<file path="config.mk">
export PLATFORM = sky130hd
export DESIGN_NAME = multi_dataflow_engine_ctrl_flat
export DESIGN_NICKNAME = d
export VERILOG_FILES = /design/src/rtl/multi_dataflow_engine_ctrl_pkg.sv /design/src/rtl/multi_dataflow_engine_ctrl_if.sv /design/src/rtl/multi_dataflow_beat_counter.sv /design/src/rtl/multi_dataflow_engine_ctrl.sv /design/src/flat_wrapper.sv
export SDC_FILE = /design/constraint.sdc
export NUM_CORES = 1
export LEC_CHECK = 0
export CAP_MARGIN = 20
export CORE_MARGIN = 5
export CORE_UTILIZATION = 40
export DETAILED_ROUTE_END_ITERATION = 10
export SLEW_MARGIN = 30
export SYNTH_ARGS = -nofsm -noshare
export SYNTH_HDL_FRONTEND = slang
export SYNTH_HIERARCHICAL = 1
export SYNTH_SLANG_ARGS = --single-unit
export TNS_END_PERCENT = 1
</file>
<file path="constraint.sdc">
create_clock -name clk_i -period 4.4 [get_ports clk_i]
set_input_delay 0.44 -clock clk_i [delete_from_list [all_inputs] [get_ports clk_i]]
set_output_delay 0.44 -clock clk_i [all_outputs]
set_load 0.1 [all_outputs]
</file>
<file path="src/rtl/multi_dataflow_engine_ctrl_pkg.sv">
// Shared types and defaults for the engine-side controller responder.
package multi_dataflow_package;
  localparam int ENGINE_CNT_W       = 32;
  localparam int ENGINE_TIMEOUT_CYC = 1024;

  typedef enum logic [1:0] {
    E_IDLE  = 2'd0,
    E_RUN   = 2'd1,
    E_DRAIN = 2'd2,
    E_DONE  = 2'd3
  } engine_ctrl_state_t;
endpackage

</file>
<file path="src/rtl/multi_dataflow_engine_ctrl_if.sv">
// Controller / kernel / stream signals seen by the engine responder.
// slave = engine side, master = controller + kernel + sink side.
interface multi_dataflow_engine_ctrl_if
  import multi_dataflow_package::*;
#(
  parameter int CNT_W = ENGINE_CNT_W
) ();
  logic             ctrl_start_i;
  logic             ctrl_clear_i;
  logic             ctrl_enable_i;
  logic [CNT_W-1:0] ctrl_cnt_limit_i;
  logic             flags_ready_o;
  logic             flags_done_o;
  logic [CNT_W-1:0] flags_cnt_o;
  logic             kernel_ap_start_o;
  logic             kernel_ap_done_i;
  logic             kernel_ap_idle_i;
  logic             os_valid_i;
  logic             os_ready_i;
  logic             os_ready_o;
  logic             timeout_o;

  modport slave (
    input  ctrl_start_i, ctrl_clear_i, ctrl_enable_i, ctrl_cnt_limit_i,
    input  kernel_ap_done_i, kernel_ap_idle_i, os_valid_i, os_ready_i,
    output flags_ready_o, flags_done_o, flags_cnt_o,
    output kernel_ap_start_o, os_ready_o, timeout_o
  );

  modport master (
    output ctrl_start_i, ctrl_clear_i, ctrl_enable_i, ctrl_cnt_limit_i,
    output kernel_ap_done_i, kernel_ap_idle_i, os_valid_i, os_ready_i,
    input  flags_ready_o, flags_done_o, flags_cnt_o,
    input  kernel_ap_start_o, os_ready_o, timeout_o
  );
endinterface

</file>
<file path="src/rtl/multi_dataflow_beat_counter.sv">
// Accepted-beat counter with synchronous clear and a limit compare.
module multi_dataflow_beat_counter
  import multi_dataflow_package::*;
#(
  parameter int CNT_W = ENGINE_CNT_W
) (
  input  logic             clk_i,
  input  logic             rst_i,
  input  logic             i_clear,
  input  logic             i_enable,
  input  logic             i_beat,
  input  logic [CNT_W-1:0] i_limit,
  output logic [CNT_W-1:0] o_count,
  output logic             o_at_limit
);
  logic [CNT_W-1:0] r_count;

  // Count beats while enabled; clear wins over a same-cycle beat.
  always_ff @(posedge clk_i) begin
    if (rst_i || i_clear)        r_count <= '0;
    else if (i_enable && i_beat) r_count <= r_count + 1'b1;
  end

  assign o_count    = r_count;
  assign o_at_limit = (r_count == i_limit);
endmodule

</file>
<file path="src/rtl/multi_dataflow_engine_ctrl.sv">
// Engine-side responder between the HWPE controller FSM and the HLS kernel.
// Optional stall watchdog: define MULTI_DATAFLOW_ENGINE_CTRL_TIMEOUT_EN.
module multi_dataflow_engine_ctrl
  import multi_dataflow_package::*;
#(
  parameter int CNT_W       = ENGINE_CNT_W,
  parameter int TIMEOUT_CYC = ENGINE_TIMEOUT_CYC
) (
  input  logic clk_i,
  input  logic rst_i,
  multi_dataflow_engine_ctrl_if.slave eif
);
  engine_ctrl_state_t r_state, w_state_nxt;
  logic [CNT_W-1:0]   r_limit;
  logic [CNT_W-1:0]   w_count;
  logic [CNT_W-1:0]   w_cnt_nxt;
  logic               w_at_limit;
  logic               w_run;
  logic               w_start_acc;
  logic               w_beat;
  logic               w_os_ready;
  logic               w_timeout_hit;

  assign w_run       = (r_state == E_RUN);
  // A start is only honoured in idle, and a same-cycle clear cancels it.
  assign w_start_acc = (r_state == E_IDLE) & eif.ctrl_start_i & eif.ctrl_enable_i
                       & ~eif.ctrl_clear_i;
  // Counter never exceeds the limit in E_RUN, so !at_limit is counter<limit.
  assign w_os_ready  = eif.os_ready_i & eif.ctrl_enable_i & w_run & ~w_at_limit;
  assign w_beat      = eif.os_valid_i & w_os_ready;
  assign w_cnt_nxt   = w_count + CNT_W'(w_beat);

  multi_dataflow_beat_counter #(.CNT_W(CNT_W)) u_beat_cnt (
    .clk_i      (clk_i),
    .rst_i      (rst_i),
    .i_clear    (eif.ctrl_clear_i | w_start_acc),
    .i_enable   (w_run & eif.ctrl_enable_i),
    .i_beat     (w_beat),
    .i_limit    (r_limit),
    .o_count    (w_count),
    .o_at_limit (w_at_limit)
  );

  // Latch the beat limit on an accepted start; held for the whole run.
  always_ff @(posedge clk_i) begin
    if (rst_i || eif.ctrl_clear_i) r_limit <= '0;
    else if (w_start_acc)          r_limit <= eif.ctrl_cnt_limit_i;
  end

`ifdef MULTI_DATAFLOW_ENGINE_CTRL_TIMEOUT_EN
  localparam int STALL_W = $clog2(TIMEOUT_CYC + 1);
  logic [STALL_W-1:0] r_stall;
  logic               r_timeout;

  assign w_timeout_hit = w_run & eif.ctrl_enable_i & ~w_beat
                         & (r_stall == STALL_W'(TIMEOUT_CYC - 1));

  // Stall watchdog: counts enabled E_RUN cycles without a beat.
  always_ff @(posedge clk_i) begin
    if (rst_i || eif.ctrl_clear_i || w_start_acc)  r_stall <= '0;
    else if (w_run && eif.ctrl_enable_i) begin
      if (w_beat || w_timeout_hit) r_stall <= '0;
      else                         r_stall <= r_stall + 1'b1;
    end
  end

  // Sticky timeout flag, dropped by reset, clear or the next accepted start.
  always_ff @(posedge clk_i) begin
    if (rst_i || eif.ctrl_clear_i || w_start_acc) r_timeout <= 1'b0;
    else if (w_timeout_hit)                       r_timeout <= 1'b1;
  end

  assign eif.timeout_o = r_timeout;
`else
  localparam int UNUSED_TIMEOUT_CYC = TIMEOUT_CYC;
  assign w_timeout_hit = 1'b0;
  assign eif.timeout_o = 1'b0;
`endif

  // State register.
  always_ff @(posedge clk_i) begin
    if (rst_i) r_state <= E_IDLE;
    else       r_state <= w_state_nxt;
  end

  // Next-state logic; clear overrides every transition.
  always_comb begin
    w_state_nxt = r_state;
    case (r_state)
      E_IDLE:  if (w_start_acc)
                 w_state_nxt = (eif.ctrl_cnt_limit_i == '0) ? E_DONE : E_RUN;
      E_RUN:   if (w_beat && (w_cnt_nxt == r_limit)) w_state_nxt = E_DRAIN;
               else if (w_timeout_hit)               w_state_nxt = E_DONE;
      E_DRAIN: if (eif.kernel_ap_done_i || eif.kernel_ap_idle_i) w_state_nxt = E_DONE;
      E_DONE:  w_state_nxt = E_IDLE;
      default: w_state_nxt = E_IDLE;
    endcase
    if (eif.ctrl_clear_i) w_state_nxt = E_IDLE;
  end

  assign eif.flags_ready_o     = (r_state == E_IDLE);
  assign eif.flags_done_o      = (r_state == E_DONE);
  assign eif.flags_cnt_o       = w_count;
  assign eif.kernel_ap_start_o = w_run & eif.ctrl_enable_i;
  assign eif.os_ready_o        = w_os_ready;
endmodule

</file>
<file path="src/flat_wrapper.sv">
// flat-port wrapper written by rule: the top's interface ports become plain ports
module multi_dataflow_engine_ctrl_flat import multi_dataflow_package::*;
#(
  parameter int CNT_W       = ENGINE_CNT_W,
  parameter int TIMEOUT_CYC = ENGINE_TIMEOUT_CYC
)
  (clk_i, rst_i, eif_ctrl_start_i, eif_ctrl_clear_i, eif_ctrl_enable_i, eif_ctrl_cnt_limit_i, eif_kernel_ap_done_i, eif_kernel_ap_idle_i, eif_os_valid_i, eif_os_ready_i, eif_flags_ready_o, eif_flags_done_o, eif_flags_cnt_o, eif_kernel_ap_start_o, eif_os_ready_o, eif_timeout_o);
  multi_dataflow_engine_ctrl_if #(.CNT_W(CNT_W)) eif_i ();
  input  logic clk_i;
  input  logic rst_i;
  input wire logic [$bits(eif_i.ctrl_start_i)-1:0] eif_ctrl_start_i;
  input wire logic [$bits(eif_i.ctrl_clear_i)-1:0] eif_ctrl_clear_i;
  input wire logic [$bits(eif_i.ctrl_enable_i)-1:0] eif_ctrl_enable_i;
  input wire logic [$bits(eif_i.ctrl_cnt_limit_i)-1:0] eif_ctrl_cnt_limit_i;
  input wire logic [$bits(eif_i.kernel_ap_done_i)-1:0] eif_kernel_ap_done_i;
  input wire logic [$bits(eif_i.kernel_ap_idle_i)-1:0] eif_kernel_ap_idle_i;
  input wire logic [$bits(eif_i.os_valid_i)-1:0] eif_os_valid_i;
  input wire logic [$bits(eif_i.os_ready_i)-1:0] eif_os_ready_i;
  output wire logic [$bits(eif_i.flags_ready_o)-1:0] eif_flags_ready_o;
  output wire logic [$bits(eif_i.flags_done_o)-1:0] eif_flags_done_o;
  output wire logic [$bits(eif_i.flags_cnt_o)-1:0] eif_flags_cnt_o;
  output wire logic [$bits(eif_i.kernel_ap_start_o)-1:0] eif_kernel_ap_start_o;
  output wire logic [$bits(eif_i.os_ready_o)-1:0] eif_os_ready_o;
  output wire logic [$bits(eif_i.timeout_o)-1:0] eif_timeout_o;
  assign eif_i.ctrl_start_i = eif_ctrl_start_i;
  assign eif_i.ctrl_clear_i = eif_ctrl_clear_i;
  assign eif_i.ctrl_enable_i = eif_ctrl_enable_i;
  assign eif_i.ctrl_cnt_limit_i = eif_ctrl_cnt_limit_i;
  assign eif_i.kernel_ap_done_i = eif_kernel_ap_done_i;
  assign eif_i.kernel_ap_idle_i = eif_kernel_ap_idle_i;
  assign eif_i.os_valid_i = eif_os_valid_i;
  assign eif_i.os_ready_i = eif_os_ready_i;
  assign eif_flags_ready_o = eif_i.flags_ready_o;
  assign eif_flags_done_o = eif_i.flags_done_o;
  assign eif_flags_cnt_o = eif_i.flags_cnt_o;
  assign eif_kernel_ap_start_o = eif_i.kernel_ap_start_o;
  assign eif_os_ready_o = eif_i.os_ready_o;
  assign eif_timeout_o = eif_i.timeout_o;
  multi_dataflow_engine_ctrl #(.CNT_W(CNT_W), .TIMEOUT_CYC(TIMEOUT_CYC)) u_core (.clk_i(clk_i), .rst_i(rst_i), .eif(eif_i));
endmodule
</file>
After elaboration in Yosys (flattened, before gate mapping)
Cells that the tools add are included.

operators by class
  $add $sub $neg = 2
  equality and inequality tests = 8
  muxes and demuxes = 5
  bitwise logic cells = 11
  reduce and logical (&&, ||, !) cells = 9

operator list
  kind                   number
  $eq 32x32->1           2
  $add 32x1->32          1
  $add 32x1->32 const B  1
  $logic_not 32->1       1
  $and 1x1->1            8
  $mux 2                 4
  $pmux 2 s4             1
  $eq 2x2->1 const B     2
  $ne 2x1->1 const B     2
  $logic_or 1x1->1       3
  $reduce_and 3->1       1
  $eq 2x1->1 const B     1
  $logic_and 1x1->1      2
  $logic_not 2->1        1
  $ne 2x2->1 const B     1
  $not 1->1              2
  $reduce_or 2->1        1
  $or 1x1->1             1

word-level totals
  bits in registers = 66

Longest topological paths before layout
  word-level depth = 9
  mapped depth = 18
  gate-level depth less buffers = 17

By module
The synthesis kept the hierarchy.

by module, submodules not included
  module                       times used  cells each  area an instance (µm²)
  multi_dataflow_engine_ctrl   1           371         2717.6
  multi_dataflow_beat_counter  1           225         1866.8

Least setup slack after synthesis
OpenSTA, ideal clock, no wires.

  kind = flip-flop to flip-flop
  start = register u_core.u_beat_cnt.r_count[16], in the netlist u_core/u_beat_cnt/o_count[16]
  end = register u_core.r_state[0]
  arrival time = 5.353 ns
  slack = -1.040 ns
  cell stages (with the launch flop) = 19
  cell sequence = dfxtp_1 buf_2 xor2_1 nor4_1 nand4_1 nor2_1 and4b_1 nand2_1 inv_1 ha_1 ha_1 and3_4 nand4_4 or4b_4 mux2_4 a2111oi_4 nand4_1 and3_1 nor4_2

between the ends
  longest elaborated chain between the ends = 9

RTL lines
  what                                   line                               RTL
  start, declared                        multi_dataflow_beat_counter.sv:16  logic [CNT_W-1:0] r_count;
  start signal, assigned                 multi_dataflow_beat_counter.sv:21  else if (i_enable && i_beat) r_count <= r_count + 1'b1;
  $eq 32x32->1 (*)                       multi_dataflow_beat_counter.sv:25  assign o_at_limit = (r_count == i_limit);
  via u_core.w_at_limit                  multi_dataflow_engine_ctrl.sv:17   logic w_at_limit;
  $not 1->1 (*)                          multi_dataflow_engine_ctrl.sv:29   assign w_os_ready = eif.os_ready_i & eif.ctrl_enable_i & w_run & ~w_at_limit;
  $and 1x1->1 (*)                        multi_dataflow_engine_ctrl.sv:29
  via eif_os_ready_o                     flat_wrapper.sv:23                 output wire logic [$bits(eif_i.os_ready_o)-1:0] eif_os_ready_o;
  $and 1x1->1 (*)                        multi_dataflow_engine_ctrl.sv:30   assign w_beat = eif.os_valid_i & w_os_ready;
  via u_core.w_beat                      multi_dataflow_engine_ctrl.sv:20   logic w_beat;
  $add 32x1->32                          multi_dataflow_engine_ctrl.sv:31   assign w_cnt_nxt = w_count + CNT_W'(w_beat);
  $eq 32x32->1                           multi_dataflow_engine_ctrl.sv:92   E_RUN: if (w_beat && (w_cnt_nxt == r_limit)) w_state_nxt = E_DRAIN;
  $logic_and 1x1->1 (*)                  multi_dataflow_engine_ctrl.sv:92
  $ne 2x2->1 (no source line) (*)        --
  $reduce_and 3->1 (no source line) (*)  --
  end signal, assigned                   multi_dataflow_engine_ctrl.sv:83   else r_state <= w_state_nxt;
  end, declared                          multi_dataflow_engine_ctrl.sv:13   engine_ctrl_state_t r_state, w_state_nxt;

Mark *: on every way through the listed nets, which the timed path passes. The rest lies on a longest branch.
A chain may end at the register's enable or synchronous reset.

Final worst setup path
  start = register u_core.r_limit[4]
  end = register u_core.r_state[0]

between the ends
  longest elaborated chain between the ends = 9

RTL lines
  what                                   line                               RTL
  start, declared                        multi_dataflow_engine_ctrl.sv:14   logic [CNT_W-1:0] r_limit;
  start signal, assigned                 multi_dataflow_engine_ctrl.sv:47   else if (w_start_acc) r_limit <= eif.ctrl_cnt_limit_i;
  $eq 32x32->1 (*)                       multi_dataflow_beat_counter.sv:25
  via u_core.w_at_limit                  multi_dataflow_engine_ctrl.sv:17
  $not 1->1 (*)                          multi_dataflow_engine_ctrl.sv:29
  $and 1x1->1 (*)                        multi_dataflow_engine_ctrl.sv:29
  $and 1x1->1 (*)                        multi_dataflow_engine_ctrl.sv:30
  via u_core.w_beat                      multi_dataflow_engine_ctrl.sv:20
  $add 32x1->32                          multi_dataflow_engine_ctrl.sv:31
  $eq 32x32->1                           multi_dataflow_engine_ctrl.sv:92
  $logic_and 1x1->1 (*)                  multi_dataflow_engine_ctrl.sv:92
  $ne 2x2->1 (no source line) (*)        --
  $reduce_and 3->1 (no source line) (*)  --

Marks and branches as above.

==> out/qor.txt <==
worst path cell trace -> xor2_2, nor4_1, nand4_1, nor2_1, and4b_4, nand2_1, inv_2, ha_1, ha_2, and3_4, nand4_4, or4b_4, mux2_4, a2111oi_4, nand4_1, and3_1, nor4_2
worst endpoint data arrival time -> 4.46 ns
vias in the first global route -> 4642
Clock Sinks -> 66
#FFs+latches synth -> 66
fin crit share -> 0.954
Max Slew Vio Count -> 0
crit-path max FO -> 7
CP Launch Type -> flip-flop
max incr delay on CP -> 0.57 ns
number of synthesized flops with an enable pin -> 0
Inserted Diodes -> 0
Comb power frac -> 0.105
Internal Power -> 1230 uW
Residual DRC -> 0
I/O pin cnt -> 78
Crit-path slowest cell -> or4b_4
clock insertion delay at the later pin of the skew report -> 0.34 ns
Avg Cell Area, Syn -> 7.69 um2
vias -> 4885
Pre-antenna DRT Iters -> 5
RSZ-0062 raised after global routing -> no
post-synthesis mux area share -> 0.0101
leakage dissipation -> 0.00222 uW
Initial DRC Count -> 384
most used cell, CP -> nand4_1
Design Power -> 1620 uW
via/cell ratio -> 5.85
DPL Wire Length -> 12100 um
Post-Syn Nets -> 644
Post-synth ARST share -> 0
die height -> 117 um
Post-Synth XOR/XNOR Area -> 0.141
Num CTS Buffers -> 9
Port Buf Inserts -> 76
Nets -> 735
Clock Pin Slew Worst Setup and Hold Paths -> 0.06 ns
maxcap violations -> 0
Distinct cells, synth -> 63
H-tree depth -> 3
Area Overhead vs Synth -> 33.4%
row count -> 39
Layout Cells excl Fill -> 835
Sequential Power Share -> 0.370
combinational family with the most area after synthesis -> simple AND/OR/NAND/NOR gates
grt ovf -> 0
drt total wl -> 15500 um
Synth Instances -> 596
adder-cell share of the synthesized area -> 0.0191
Avg WL per Cell -> 18.5 um
CTS root buf -> clkbuf_16
initial antenna violation count -> 0
Worst Setup End Kind -> flip-flop
Top delay family on crit path -> simple AND/OR/NAND/NOR gates
Slew @ Worst Pin -> 0.977 ns
routability cong. -> 0.926
FMAX -> 238 MHz
skew final -> 0.00913 ns
Crit path required time -> 4.66 ns
fillers -> 1120
first-pass GRT wire length -> 24900 um
worst vdd ir -> 170 uV
Simple-Gate Fraction of Synth Area -> 0.340
complex-gate fraction of the synthesized area -> 0.158
type of the worst min-delay path -> flip-flop to flip-flop
clk buf depth -> 2
clock tree from TritonCTS -> built
final count of hold timing violations -> 0
setup-violating endpoint count in the final report -> 0
post-route minimum period -> 4.20 ns
share of layout cells above drive strength 1 -> 0.156
final setup TNS -> 0 ns
synthesized cell area -> 4580 um2
Initial Util -> 0.405
fin util -> 0.540
WP buf/inv -> 1
status -> finished, final reports clean
P_sw -> 396 uW
switching share of power -> 0.244
WS Path Type -> flip-flop to flip-flop
GRT Total Usage -> 0.238
Core ar. -> 11300 um2
Clock Power Share -> 0.525
final antenna-violating net count -> 0
largest net degree at the start of global routing -> 35
Pwr Density -> 265 nW/um2
YS warnings -> 6
placed cells -> 819
Die W -> 117 um
Slew HR -> 0.347
sequential element share of the synthesized area -> 0.288
full die area -> 13700 um2
Synth Flop Type -> dfxtp_1
[cells in the mapped netlist, drive strengths merged, types with 3 or more instances]
cell type,n,share of area
a2111oi,4,0.012
a21oi,60,0.066
a31oi,3,0.0041
and2,4,0.0057
and3,8,0.012
and4,8,0.015
buf,8,0.013
clkbuf,24,0.020
dfxtp,66,0.29
ha,7,0.019
inv,11,0.0090
nand2,97,0.079
nand2b,8,0.011
nand3,29,0.032
nand4,27,0.043
nand4b,3,0.0057
nor2,25,0.020
nor2b,3,0.0041
nor3,11,0.012
nor4,19,0.027
nor4b,4,0.0076
o2111ai,3,0.0057
o21ai,14,0.015
o31ai,16,0.026
or2,5,0.0068
or3,8,0.011
or4,20,0.033
xnor2,24,0.046
xor2,50,0.096
[sequential cells by signal (all words and copies together) (netlist names)]
| name | cells |
|---|---|
| u_core/r_limit | 32 |
| u_core/u_beat_cnt/o_count | 32 |
| u_core/r_state | 2 |
[stage by stage]
stage               hold slack, ns  instance area, um2  setup slack, ns
floorplan                    0.469                4720           0.0270
global placement             0.484                5750            0.244
detailed placement           0.487                5750            0.138
CTS                          0.495                6090            0.116
global route                 0.521                6120          0.00573
finish                       0.495                6120            0.201
[layer usage]
layer  routed length, um  up-vias  share of wire  track usage
met5                   0        -              0            0
met4                 410        0          0.026       0.0963
met3                1010       28          0.065       0.0386
met2                6760      189           0.44        0.356
met1                7300     2294           0.47        0.339
li1                    -     2374              -            -
[worst paths after layout]
check / to / slack (ns) / depth (start not counted) / startpoint
worst max-delay path: u_core/r_state[0]$_SDFFE_PP0P_ / 0.20 / 17 / u_core/r_limit[4]$_SDFFE_PP0P_
worst min-delay path: u_core/r_limit[0]$_SDFFE_PP0P_ / 0.50 / 2 / u_core/r_limit[0]$_SDFFE_PP0P_
worst max register to register: u_core/r_state[0]$_SDFFE_PP0P_ / 0.20 / 17 / u_core/r_limit[4]$_SDFFE_PP0P_
worst min register to register: u_core/r_limit[0]$_SDFFE_PP0P_ / 0.50 / 2 / u_core/r_limit[0]$_SDFFE_PP0P_
[power by group through the flow]
stage	sequential, uW	combinational, uW	clock [uW]
2_1_floorplan	611	96.6	0
3_5_place_dp	612	170	0
3_3_place_gp	612	169	0
5_1_grt	600	185	892
6_report	599	171	852
4_1_cts	599	171	869
[cell usage in the layout (no fill, tap or decap), types with 8 or more instances in the layout]
cell type | Yosys | final
nor4_1 | 18 | 18
nand2_1 | 97 | 97
a21oi_1 | 60 | 60
or3_1 | 8 | 8
nand2b_1 | 8 | 8
xor2_1 | 50 | 47
clkbuf_16 | 0 | 9
clkdlybuf4s50_1 | 0 | 75
nand4_1 | 24 | 24
dfxtp_1 | 66 | 33
or4_1 | 20 | 20
o31ai_1 | 16 | 16
buf_4 | 1 | 36
nor3_1 | 11 | 11
and4_1 | 8 | 8
nor2_1 | 25 | 25
nand3_1 | 29 | 29
dfxtp_4 | 0 | 25
inv_1 | 11 | 10
dfxtp_2 | 0 | 8
o21ai_0 | 13 | 13
xnor2_1 | 24 | 24
[tightest hold or removal path, delay by kind of cell, from the launching register on]
family          cells  cell delay (ns)
compound gates      1             0.05
flops               1             0.33
simple gates        1             0.06
[timing repair]
action	in CTS	in global routing
setup endpoints to repair	0	2
setup buffers	0	0
gates resized for setup	0	5
hold buffers	0	0
endpoints found under the hold margin	0	0
[cell type report]
class	instances	area, um2	share of cell area
clock buffer	9	225	0.0368
tap	143	179	0.0292
clock inverter	7	124	0.0202
multi-input combinational	487	3100	0.506
inverter	11	41.3	0.00675
sequential	66	1430	0.233
timing repair buffer	112	1030	0.168
[cells by family (layout without fill, tap and decap cells)]
family          after synthesis  after routing
simple gates                286            286
compound gates              115            115
xor+xnor                     74             74
flops                        66             66
buf+inv                      43            139
fa+ha+maj                     7              7
mux                           4              4
other cells                   1              1
No activity file was read; power rests on OpenSTA's default activity.
==> RTL edit 1: new RTL, same settings <==
The option `MULTI_DATAFLOW_ENGINE_CTRL_TIMEOUT_EN` is turned on by a define.
--- a/src/rtl/multi_dataflow_engine_ctrl.sv
+++ b/src/rtl/multi_dataflow_engine_ctrl.sv
@@ -1,5 +1,7 @@
 // Engine-side responder between the HWPE controller FSM and the HLS kernel.
 // Optional stall watchdog: define MULTI_DATAFLOW_ENGINE_CTRL_TIMEOUT_EN.
+`define MULTI_DATAFLOW_ENGINE_CTRL_TIMEOUT_EN
+
 module multi_dataflow_engine_ctrl
   import multi_dataflow_package::*;
 #(
Check against the original RTL: no difference found for any inputs over 10 cycles, from zero or initial values; that may be too few to reach the edited logic, so the function may still have changed.
==> RTL edit 1 against the unedited design <==
Power shrank 1.3%; clock power is 19% lower; largest cell class unchanged; highest routed layer unchanged; sequential power up 19%; cell area is 5.5% higher; synthesized area increased by 11%; routed wire length is 1.2% lower; worst setup slack improved by 0.13 ns; global-route usage fell by 2.6 points; critical path type unchanged; sequential cell count increased by 12.
==> RTL edit 1: results (changes against the unedited design) <==
========================================================================
Number of cells on the worst reg-to-reg path                          18   +1
Sequential element share of the synthesized area                  30.79%   +2.0 points
Net count after synthesis                                            703   +9.2%
Final Net Count                                                      769   +4.6%
Most numerous cell types in the synthesized netlist         nand2_1 (103), dfxtp_1 (78), a21oi_1 (63)
Distinct cells, synth                                                 66   +4.8%
Compound-gate portion of the synthesized area                     16.43%   +0.66 points
Global-route total usage across every layer                       21.19%   -2.6 points
Post-synthesis adder-cell area fraction                           1.974%   +0.063 points
Placement Setup Slack                                          0.2561 ns   +0.1183 ns
Proportion of layout cells with a drive suffix above 1            13.24%   -2.4 points
Final weighted congestion in routability-driven placement         0.8934   -3.5%
Number of global-route vias before repair                           4665   +0.50%
Highest fanout seen on the critical path                              15   +8
CTS Root Cell                                                  clkbuf_16
Leakage power figure                                            2.291 nW   +3.2%
Maximum clock skew at final layout                           0.008714 ns   -0.0004145 ns
Average routed wire per standard cell                           17.05 um   -8.0%
Number of port buffers                                                77   +1.3%
Fill cells                                                          1244   +11%
Switching share of total power                                    27.22%   +2.8 points
Actual transition at the worst max-transition pin              0.9820 ns   +0.005321 ns
Post-synthesis xor/xnor area fraction                             14.68%   +0.54 points
Multiplexer share of the synthesized area                        0.4194%   -0.59 points
Cells taking the most area after synthesis                  dfxtp_1 (31%), xor2_1 (10%), nand2_1 (7.6%)
Data arrival, critical path                                      4.33 ns   -0.13 ns
Peak VDD IR                                                  0.0002037 V   +20%
Result of the run                                           finished, final reports clean
========================================================================
==> RTL edit 1: cell type report <==
type	instances	share of cell area [%]
sequential	78	25.94
clock buffer	10	3.548
timing repair buffer	89	13.34
tap	172	3.335
clock inverter	6	0.5816
multi-input combinational	527	52.35
inverter	15	0.9112
==> RTL edit 1: metal layers <==
layer | vias up | track usage [%] | routed length, um
li1 | 2520 | - | -
met1 | 2395 | 31.65 | 7523
met2 | 155 | 30.64 | 6621
met3 | 15 | 4.147 | 896
met4 | 0 | 6.368 | 255
met5 | - | 0 | 0
==> RTL edit 1: metrics by stage <==
| step | setup TNS [ns] | hold WS (ns) | instances | cell area [um^2] |
|---|---|---|---|---|
| floorplan | -0.3562 | 0.4617 | 654 | 5296 |
| global placement | 0 | 0.4562 | 881 | 6186 |
| detailed placement | 0 | 0.4610 | 881 | 6187 |
| CTS | 0 | 0.4752 | 897 | 6454 |
| global route | 0 | 0.4910 | 897 | 6454 |
| finish | 0 | 0.4740 | 897 | 6454 |
==> RTL edit 1: power by group through the flow <==
| stage | Sequential [W] | Clock (W) | Combinational, W |
|---|---|---|---|
| after global routing | 0.000712 | 0.000733 | 0.000222 |
| final | 0.000711 | 0.000686 | 0.000203 |
| after floorplan | 0.000724 | 0 | 0.000125 |
| after CTS | 0.000711 | 0.000703 | 0.000203 |
| after global placement | 0.000726 | 0 | 0.000201 |
| after detailed placement | 0.000727 | 0 | 0.000202 |
==> RTL edit 1: final timing paths <==
kind	startpoint	slack, ns	end
max reg2reg	u_core/u_beat_cnt/o_count[17]	0.33	u_core/r_state[1]
min	u_core/eif.timeout_o	0.47	u_core/eif.timeout_o
max	u_core/u_beat_cnt/o_count[17]	0.33	u_core/r_state[1]
min reg2reg	u_core/eif.timeout_o	0.47	u_core/eif.timeout_o
==> RTL edit 1: kinds of logic (layout without fill, tap and decap cells) <==
| logic type | Yosys count | in the layout |
|---|---|---|
| buf+inv | 49 | 120 |
| simple gates | 300 | 300 |
| mux | 2 | 2 |
| fa+ha+maj | 8 | 8 |
| compound gates | 132 | 132 |
| xor+xnor | 85 | 85 |
| flops | 78 | 78 |
==> RTL edit 1: worst max-delay path, cell delays in order, from the launching register on <==
cell,delay (ns)
dfxtp_4,0.45
xor2_1,0.26
nor4_1,0.09
nand4_1,0.13
nor2_2,0.07
nor3b_4,0.22
nand2_2,0.11
inv_4,0.14
ha_4,0.19
ha_4,0.16
nand4_1,0.21
buf_4,0.24
nor4_2,0.29
a22oi_1,0.16
a211oi_1,0.18
o211ai_1,0.12
or4_4,0.60
and2_4,0.19
a211oi_2,0.16
==> RTL edit 2: new RTL, config.mk and constraints unchanged <==
Made on the original files. The 4 states of `engine_ctrl_state_t` get a Gray code encoding in 2 bits.
--- a/src/rtl/multi_dataflow_engine_ctrl_pkg.sv
+++ b/src/rtl/multi_dataflow_engine_ctrl_pkg.sv
@@ -4,10 +4,10 @@
   localparam int ENGINE_TIMEOUT_CYC = 1024;
 
   typedef enum logic [1:0] {
-    E_IDLE  = 2'd0,
-    E_RUN   = 2'd1,
-    E_DRAIN = 2'd2,
-    E_DONE  = 2'd3
+    E_IDLE  = 2'b00,
+    E_RUN   = 2'b01,
+    E_DRAIN = 2'b11,
+    E_DONE  = 2'b10
   } engine_ctrl_state_t;
 endpackage
 
Formal check against the unedited RTL: no difference found for any inputs over 10 cycles, from zero or initial values; not proved beyond that.
==> RTL edit 2 against the unedited design <==
Sequential share of layout area decreased by 0.13 points; sequential power rose by 2%; worst setup slack better by 0.085 ns; power shrank 21%; worst hold slack improved by 0.0084 ns; maximum frequency grew 2.1%; synthesized area shrank 2.6%; cell area shrank 6.7%; routed wire length up 0.57%; die area shrank 2.4%; sequential cell count unchanged; clock power down 36%; largest cell class unchanged.
==> RTL edit 2: results (changes against the unedited design) <==
========================================================================
Wire length on met1                                              7006 um   -4.1%
Post-synthesis xor/xnor area fraction                             15.11%   +0.97 points
Final Net Count                                                      717   -2.4%
Slack of the worst reg-to-reg path                               0.29 ns   +0.08 ns
Wire length after detailed routing                              15570 um   +0.57%
Number of global-route vias before repair                           4474   -3.6%
Clk_lat worst skew                                               0.36 ns   +0.02 ns
Distinct cells, synth                                                 55   -13%
End point of the most critical hold path                    u_core/r_limit[20]
Hold path startpoint                                        u_core/r_limit[20]
Global-route met3 utilization                                     4.491%   +0.63 points
Number of cells on the worst reg-to-reg path                          13   -4
Largest net degree at the start of global routing                     36   +2.9%
GR Layer Usage met1                                               31.69%   -2.2 points
Fill cells                                                          1096   -2.1%
Most numerous cell types in the synthesized netlist         nand2_1 (96), dfxtp_1 (66), a21oi_1 (63)
Reg2reg end                                                 u_core/r_state[1]
WL met3                                                           909 um   -9.8%
CTS Root Cell                                                   clkbuf_8
Clock-pin slew on the worst setup and hold paths                 0.08 ns   +0.02 ns
Post-synthesis adder-cell area fraction                          0.8410%   -1.1 points
Slew headroom                                                     32.23%   -2.5 points
HPWL reported at the end of detailed placement                  11870 um   -1.9%
Result of the run                                           finished, final reports clean
Critical Path Max Stage Delay                                    0.68 ns   +0.11 ns
Slowest stage cell, crit path                                     nor4_1
R2r startpoint                                              u_core/r_limit[2]
Internal cell power                                          0.0009381 W   -23%
Net count after synthesis                                            630   -2.2%
First-pass GRT wire length                                      24400 um   -2.1%
Avg Vias per Cell                                                  5.790   -1.0%
Met2 Resource Use GR                                              39.43%   +3.8 points
Count of TritonRoute iterations in the first routing pass              4   -1
========================================================================
RTL edit 2: through the flow:
stage	util, %	hold slack [ns]	setup slack [ns]	cells
6_report	52.39	0.5038	0.2856	818
3_3_place_gp	50.52	0.4888	0.5225	802
4_1_cts	52.39	0.5093	0.5110	818
3_5_place_dp	50.53	0.4984	0.4661	802
5_1_grt	52.39	0.5333	0.1989	818
2_1_floorplan	-	0.4657	0.1403	586
RTL edit 2: area by class of cell:
class,count,area (um^2),area share (%)
Multi-Input combinational cell,477,2962,51.92
Sequential cell,66,1321,23.16
Timing Repair Buffer,109,1006,17.64
Tap cell,140,175.2,3.071
Clock buffer,10,137.6,2.413
Clock inverter,6,65.06,1.141
Inverter,10,37.54,0.6580
RTL edit 2: power by group through the flow:
stage	clock network [W]	logic [W]	registers, W
after floorplan	0	0.0000601	0.000624
after global placement	0	0.000119	0.000627
after detailed placement	0	0.000118	0.000627
after CTS	0.000555	0.000119	0.000613
after global routing	0.000578	0.000128	0.000614
final	0.000544	0.000119	0.000613
